<file path="config.mk">
export PLATFORM = sky130hd
export DESIGN_NAME = decoder_seq_flat
export DESIGN_NICKNAME = d
export VERILOG_FILES = /design/src/rtl/decoder_seq_pkg.sv /design/src/rtl/decoder_seq_if.sv /design/src/rtl/decoder_seq_onehot_dec.sv /design/src/rtl/decoder_seq.sv /design/src/flat_wrapper.sv
export SDC_FILE = /design/constraint.sdc
export NUM_CORES = 1
export LEC_CHECK = 0
export ABC_CLOCK_PERIOD_IN_PS = 2400
export BUFFER_PORTS_ARGS = -buffer_cell sky130_fd_sc_hd__buf_4
export CORE_UTILIZATION = 35
export DETAILED_ROUTE_END_ITERATION = 16
export GPL_TIMING_DRIVEN = 0
export PLACE_DENSITY = 0.54
export SYNTH_ARGS = -nofsm -noshare
export SYNTH_HDL_FRONTEND = slang
export SYNTH_HIERARCHICAL = 1
export SYNTH_SLANG_ARGS = --single-unit
</file>
<file path="constraint.sdc">
create_clock -name clk -period 2.4 [get_ports clk]
set_input_delay 0 -clock clk [delete_from_list [all_inputs] [get_ports clk]]
set_output_delay 0 -clock clk [all_outputs]
set_load 0.02 [all_outputs]
</file>
<file path="src/rtl/decoder_seq_pkg.sv">
// Shared definitions for the registered one-hot decoder: mode codes,
// FSM state encoding and the counter sizing helper.
package decoder_pkg;

    localparam logic [1:0] MODE_LVL = 2'd0;
    localparam logic [1:0] MODE_PUL = 2'd1;
    localparam logic [1:0] MODE_SCN = 2'd2;
    localparam logic [1:0] MODE_OFF = 2'd3;

    typedef enum logic [1:0] {
        IDLE = 2'd0,
        LVL  = 2'd1,
        PUL  = 2'd2,
        SCN  = 2'd3
    } state_e;

    // Counter must hold the larger of the pulse length and the dwell time.
    function automatic int cnt_width(input int pulse_len, input int dwell);
        int m;
        m = (pulse_len > dwell) ? pulse_len : dwell;
        return $clog2(m) + 1;
    endfunction

endpackage

</file>
<file path="src/rtl/decoder_seq_if.sv">
// Control/status bundle of the decoder. The slave side is the decoder itself.
interface decoder_seq_if #(
    parameter int SEL_W = 3
);
    localparam int OUT_W = 1 << SEL_W;

    logic             en;
    logic [1:0]       mode;
    logic [SEL_W-1:0] sel;
    logic             load;
    logic             ready;
    logic [OUT_W-1:0] out;
    logic [SEL_W-1:0] idx;
    logic             busy;

    modport master (
        output en, mode, sel, load,
        input  ready, out, idx, busy
    );

    modport slave (
        input  en, mode, sel, load,
        output ready, out, idx, busy
    );

endinterface

</file>
<file path="src/rtl/decoder_seq_onehot_dec.sv">
// Combinational SEL_W-to-2^SEL_W one-hot decoder with enable.
module onehot_dec #(
    parameter int SEL_W = 3,
    parameter int OUT_W = 1 << SEL_W
) (
    input  logic             en_i,
    input  logic [SEL_W-1:0] sel_i,
    output logic [OUT_W-1:0] dec_o
);

    // Every index 0..OUT_W-1 is reachable, so no out-of-range guard is needed.
    for (genvar i = 0; i < OUT_W; i++) begin : g_bit
        assign dec_o[i] = en_i && (sel_i == SEL_W'(i));
    end

endmodule

</file>
<file path="src/rtl/decoder_seq.sv">
// Registered one-hot decoder with LEVEL, PULSE (handshaked strobe) and
// SCAN (auto-rotating with dwell) modes. All outputs come from flops.
module decoder_seq
    import decoder_pkg::*;
#(
    parameter int SEL_W     = 3,
    parameter int PULSE_LEN = 3,
    parameter int DWELL     = 2
) (
    input  logic          clk,
    input  logic          rst,
    decoder_seq_if.slave  bus
);

    localparam int OUT_W = 1 << SEL_W;
    localparam int CNT_W = cnt_width(PULSE_LEN, DWELL);

    state_e           state_q, state_d;
    logic [1:0]       mode_q;
    logic [CNT_W-1:0] cnt_q, cnt_d;
    logic [OUT_W-1:0] out_q, out_d;
    logic [SEL_W-1:0] idx_q, idx_d;
    logic             busy_q, busy_d;
    logic             ready_q, ready_d;

    logic             dec_en;
    logic [SEL_W-1:0] dec_sel;
    logic [SEL_W-1:0] idx_nxt;
    logic             abort;

    // Natural SEL_W-bit overflow gives the OUT_W-1 -> 0 scan wrap.
    assign idx_nxt = idx_q + 1'b1;

    onehot_dec #(.SEL_W(SEL_W), .OUT_W(OUT_W)) u_dec (
        .en_i  (dec_en),
        .sel_i (dec_sel),
        .dec_o (out_d)
    );

    // Next-state: abort first, then per-state behaviour; decoder request is
    // steered here so the out register only ever loads a one-hot or zero word.
    always_comb begin
        state_d = state_q;
        cnt_d   = cnt_q;
        idx_d   = idx_q;
        busy_d  = busy_q;
        ready_d = ready_q;
        dec_en  = 1'b0;
        dec_sel = idx_q;
        abort   = !bus.en || (bus.mode != mode_q);

        if (abort) begin
            state_d = IDLE;
            cnt_d   = '0;
            idx_d   = '0;
            busy_d  = 1'b0;
            ready_d = 1'b1;
        end else begin
            case (state_q)
                IDLE: begin
                    idx_d   = '0;
                    busy_d  = 1'b0;
                    ready_d = 1'b1;
                    cnt_d   = '0;
                    case (bus.mode)
                        MODE_LVL: begin
                            state_d = LVL;
                            dec_en  = 1'b1;
                            dec_sel = bus.sel;
                            idx_d   = bus.sel;
                        end
                        MODE_PUL: begin
                            if (bus.load && ready_q) begin
                                state_d = PUL;
                                dec_en  = 1'b1;
                                dec_sel = bus.sel;
                                idx_d   = bus.sel;
                                busy_d  = 1'b1;
                                ready_d = 1'b0;
                                cnt_d   = CNT_W'(1);
                            end
                        end
                        MODE_SCN: begin
                            state_d = SCN;
                            dec_en  = 1'b1;
                            dec_sel = bus.sel;
                            idx_d   = bus.sel;
                            busy_d  = 1'b1;
                            cnt_d   = CNT_W'(1);
                        end
                        default: ;
                    endcase
                end
                LVL: begin
                    dec_en  = 1'b1;
                    dec_sel = bus.sel;
                    idx_d   = bus.sel;
                end
                PUL: begin
                    if (cnt_q == CNT_W'(PULSE_LEN)) begin
                        // Strobe done; ready returns next cycle, so a load
                        // seen on this edge is dropped.
                        state_d = IDLE;
                        cnt_d   = '0;
                        idx_d   = '0;
                        busy_d  = 1'b0;
                        ready_d = 1'b1;
                    end else begin
                        cnt_d   = cnt_q + 1'b1;
                        dec_en  = 1'b1;
                        dec_sel = idx_q;
                    end
                end
                SCN: begin
                    dec_en = 1'b1;
                    if (cnt_q == CNT_W'(DWELL)) begin
                        cnt_d   = CNT_W'(1);
                        idx_d   = idx_nxt;
                        dec_sel = idx_nxt;
                    end else begin
                        cnt_d   = cnt_q + 1'b1;
                        dec_sel = idx_q;
                    end
                end
                default: state_d = IDLE;
            endcase
        end
    end

    // State and output registers; mode is sampled every cycle for abort detection.
    always_ff @(posedge clk or posedge rst) begin
        if (rst) begin
            state_q <= IDLE;
            mode_q  <= MODE_LVL;
            cnt_q   <= '0;
            out_q   <= '0;
            idx_q   <= '0;
            busy_q  <= 1'b0;
            ready_q <= 1'b1;
        end else begin
            state_q <= state_d;
            mode_q  <= bus.mode;
            cnt_q   <= cnt_d;
            out_q   <= out_d;
            idx_q   <= idx_d;
            busy_q  <= busy_d;
            ready_q <= ready_d;
        end
    end

    assign bus.out   = out_q;
    assign bus.idx   = idx_q;
    assign bus.busy  = busy_q;
    assign bus.ready = ready_q;

endmodule
</file>
<file path="src/flat_wrapper.sv">
// flat-port wrapper written by rule: the top's interface ports become plain ports
module decoder_seq_flat import decoder_pkg::*;
#(
    parameter int SEL_W     = 3,
    parameter int PULSE_LEN = 3,
    parameter int DWELL     = 2
)
  (clk, rst, bus_en, bus_mode, bus_sel, bus_load, bus_ready, bus_out, bus_idx, bus_busy);
  decoder_seq_if #(.SEL_W(SEL_W)) bus_i ();
  input  logic clk;
  input  logic rst;
  input wire logic [$bits(bus_i.en)-1:0] bus_en;
  input wire logic [$bits(bus_i.mode)-1:0] bus_mode;
  input wire logic [$bits(bus_i.sel)-1:0] bus_sel;
  input wire logic [$bits(bus_i.load)-1:0] bus_load;
  output wire logic [$bits(bus_i.ready)-1:0] bus_ready;
  output wire logic [$bits(bus_i.out)-1:0] bus_out;
  output wire logic [$bits(bus_i.idx)-1:0] bus_idx;
  output wire logic [$bits(bus_i.busy)-1:0] bus_busy;
  assign bus_i.en = bus_en;
  assign bus_i.mode = bus_mode;
  assign bus_i.sel = bus_sel;
  assign bus_i.load = bus_load;
  assign bus_ready = bus_i.ready;
  assign bus_out = bus_i.out;
  assign bus_idx = bus_i.idx;
  assign bus_busy = bus_i.busy;
  decoder_seq #(.SEL_W(SEL_W), .PULSE_LEN(PULSE_LEN), .DWELL(DWELL)) u_core (.clk(clk), .rst(rst), .bus(bus_i));
endmodule
</file>
==> results.py <==
metrics = {
    "grt": {
        "grt_usage": 0.164,
        "gr-total-overflow": 0,
        "grt_pass1_vias": 1114,
        "antenna_found_initial": 0,
        "grt_max_degree": 21,
        "grt_pass1_wl_microns": 5140,
    },
    "timing": {
        "min_period_over_period": 0.976,
        "setup_viol": 0,
        "report.final.slew_viol_count": 0,
        "whs_ns": 0.0712,
        "fmaxAchievable_ghz": 0.427,
        "rsz0062_at_grt": "false",
        "hold_viol": 0,
        "skew_ns": 0.00467,
        "relSlewSlack": 0.473,
        "tightest_slew_ns": 0.790,
        "fin_crit_ns": 2.34,
    },
    "synthesis": {
        "synth-xor-area-share": 0.0205,
        "synth_fa_ha_area_frac": 0.0976,
        "synth_top_area_frac": 0.371,
        "synth_nets": 155,
        "syn_area_sq_um": 1280,
        "yosys.area_share.simple": 0.213,
        "synth_edf_count": 0,
        "yosys_register_bits": 20,
        "synth-seq-area-share": 0.391,
        "yosysWarningCount": 6,
        "post_synth.cell_area_avg_sq_um": 9.43,
        "synthMuxAreaShare": 0.0273,
        "yosysTopAreaCell": "dfrtp_1",
        "synth_flop_cell": "dfrtp_1",
        "netlist_instances": 136,
        "synth_cell_types": 42,
        "synth_compound_area_frac": 0.192,
        "netlist_top_cells_area": "dfrtp_1 (37%), ha_1 (9.8%), a21oi_1 (4.7%)",
        "async_flop_share": 1.00,
        "synth_top_family_by_area": "simple AND/OR/NAND/NOR gates",
    },
    "pwr": {
        "vdd_ir_drop_max_mv": 0.259,
        "power.density_nw_per_um2": 476,
        "p_leak_nw": 0.768,
    },
    "cells_and_area": {
        "drive_gt1_frac": 0.268,
        "fin_nets": 184,
        "mostFrequentLayoutCells": "buf_4 (21), dfrtp_1 (19), inv_1 (14), nor2_1 (14), a21oi_1 (12)",
        "final_common_cell": "buf_4",
        "stdcell_count": 210,
        "area_growth_syn_to_layout_pct": 23.6,
        "n_antenna_cell": 0,
    },
    "hold_path": {
        "min_path_type": "in2reg",
    },
    "routing": {
        "met3_length_microns": 163,
        "dr.pass1.iters": 4,
        "drt_iter0_drc": 41,
        "wl_met1_microns": 1410,
        "topRoutingLayerUsed": "met4",
        "antenna_left": 0,
        "vias_per_cell": 5.22,
        "routed_wl_microns": 2950,
        "drc": 0,
        "met2_length_microns": 1370,
        "wire_per_inst_microns": 14.0,
        "vias": 1097,
    },
    "critical_path": {
        "cp_max_fo": 8,
        "required_ns": 2.60,
        "critical_path_class": "in2reg",
        "start_kind": "input port",
        "endpoint_kind": "flop",
        "critPathArrivalTime_ns": 2.54,
    },
    "run_status": {
        "status": "complete, no violations",
    },
    "floorplan": {
        "die-area_sq_um": 3910,
        "die_y_microns": 62.5,
        "placementRows": 21,
        "io_pins": 22,
        "core_sq_um": 3420,
        "die_x_microns": 62.5,
        "start_util": 0.375,
    },
    "place": {
        "io_buffers": 21,
        "dp_cells": 203,
        "place_congestion": 0.842,
        "dp_hpwl_microns": 2230,
    },
    "clocking": {
        "cts_made_buffers": 3,
        "clock_path_buffers": 2,
        "clk_pin_slew_ns": 0.12,
        "clock_sinks": 20,
        "root_buffer": "clkbuf_4",
        "clkLatencyLatePin_ns": 0.30,
        "cts_max_level": 1,
        "cts_tree": "built",
    },
    "job": {
        "drv_cap": 0,
    },
}
==> layout make-up <==
type / count / area, sq um
Fill cell: 339 / 1830
Multi-Input combinational cell: 97 / 711
Sequential cell: 20 / 502
Timing Repair Buffer: 24 / 188
Tap cell: 46 / 57.6
Inverter: 14 / 52.6
Clock inverter: 1 / 30.0
Clock buffer: 3 / 22.5
Buffer: 5 / 22.5
==> logic make-up after synthesis <==
group                      after synthesis
and+or+nand+nor                         46
AOI/OAI and AO/OA                       35
DFF                                     20
buffers and inverters                   19
adders and majority gates               10
xor gates and xnor gates                 3
muxes                                    3
==> where the power goes <==
group	switching [W]	internal, W
sequential	0.00000587	0.000343
combinational	0.0000724	0.0000549
clock	0.000110	0.000169
==> path summary, 6_finish.rpt <==
path	start	end	slack [ns]	cells after the start
worst max-delay path	bus_mode[1]	u_core/bus.out[1]$_DFF_PP0_	0.06	9
worst min-delay path	bus_en	u_core/bus.ready$_DFFE_PP1P_	0.07	3
worst max register to register	u_core/cnt_q[0]$_DFFE_PP0P_	u_core/bus.out[4]$_DFF_PP0_	0.17	9
worst min register to register	u_core/bus.busy$_DFFE_PP0P_	u_core/bus.busy$_DFFE_PP0P_	0.55	2
max in group asynchronous	rst	u_core/bus.out[6]$_DFF_PP0_	1.52	3
min in group asynchronous	rst	u_core/state_q[1]$_DFFE_PP0P_	0.40	3
==> what timing repair did <==
item / 4_1_cts / 5_1_grt
setup buffers: 0 / 0
hold endpoints to repair: 21 / 0
endpoints found under the setup margin: 7 / 0
hold buffers: 3 / 0
resized for setup: 1 / 0
==> critical path: stages <==
cell	delay, ns
dlygate4sd3_1	0.53
buf_4	0.15
inv_1	0.07
ha_1	0.22
a21boi_0	0.38
nor3_1	0.15
o221a_2	0.28
a211oi_2	0.47
and4bb_2	0.30
==> flip-flops by register name, indices dropped and copies added, names as in the netlist <==
register and count:
u_core/bus.idx 3, u_core/state_q 2, u_core/bus.ready 1, u_core/cnt_q 3, u_core/mode_q 2, u_core/bus.busy 1, u_core/bus.out 8
==> layer usage <==
metal / GRT usage / vias to the layer above
li1: - / 543
met1: 0.221 / 517
met2: 0.274 / 35
met3: 0.0255 / 2
met4: 0.0349 / 0
met5: 0 / -
==> synth_stat cells (2+ instances only) <==
cell,instances
o22a_1,2
nand2b_1,3
and3_1,2
dfrtp_1,19
ha_1,10
nor3_1,4
xnor2_1,2
nand3_1,3
buf_2,3
o21ai_0,4
inv_1,14
mux2i_1,2
o211ai_1,2
and4b_2,3
nand2_1,8
nor2_1,14
a22oi_1,3
and4bb_2,3
a21oi_1,12
==> metrics by stage <==
step / setup WS [ns] / TNS, ns / total power, W / util / area, sq um
CTS: 0.104 / 0 / 0.000761 / 0.464 / 1590
finish: 0.0564 / 0 / 0.000755 / 0.464 / 1590
detailed placement: -0.0419 / -0.131 / 0.000477 / 0.438 / 1500
global route: 0.000117 / 0 / 0.000796 / 0.464 / 1590
floorplan: 0.346 / 0 / 0.000438 / - / 1280
global placement: 0.0841 / 0 / 0.000475 / 0.438 / 1500
Note: power is estimated with default switching activity, not from simulation.
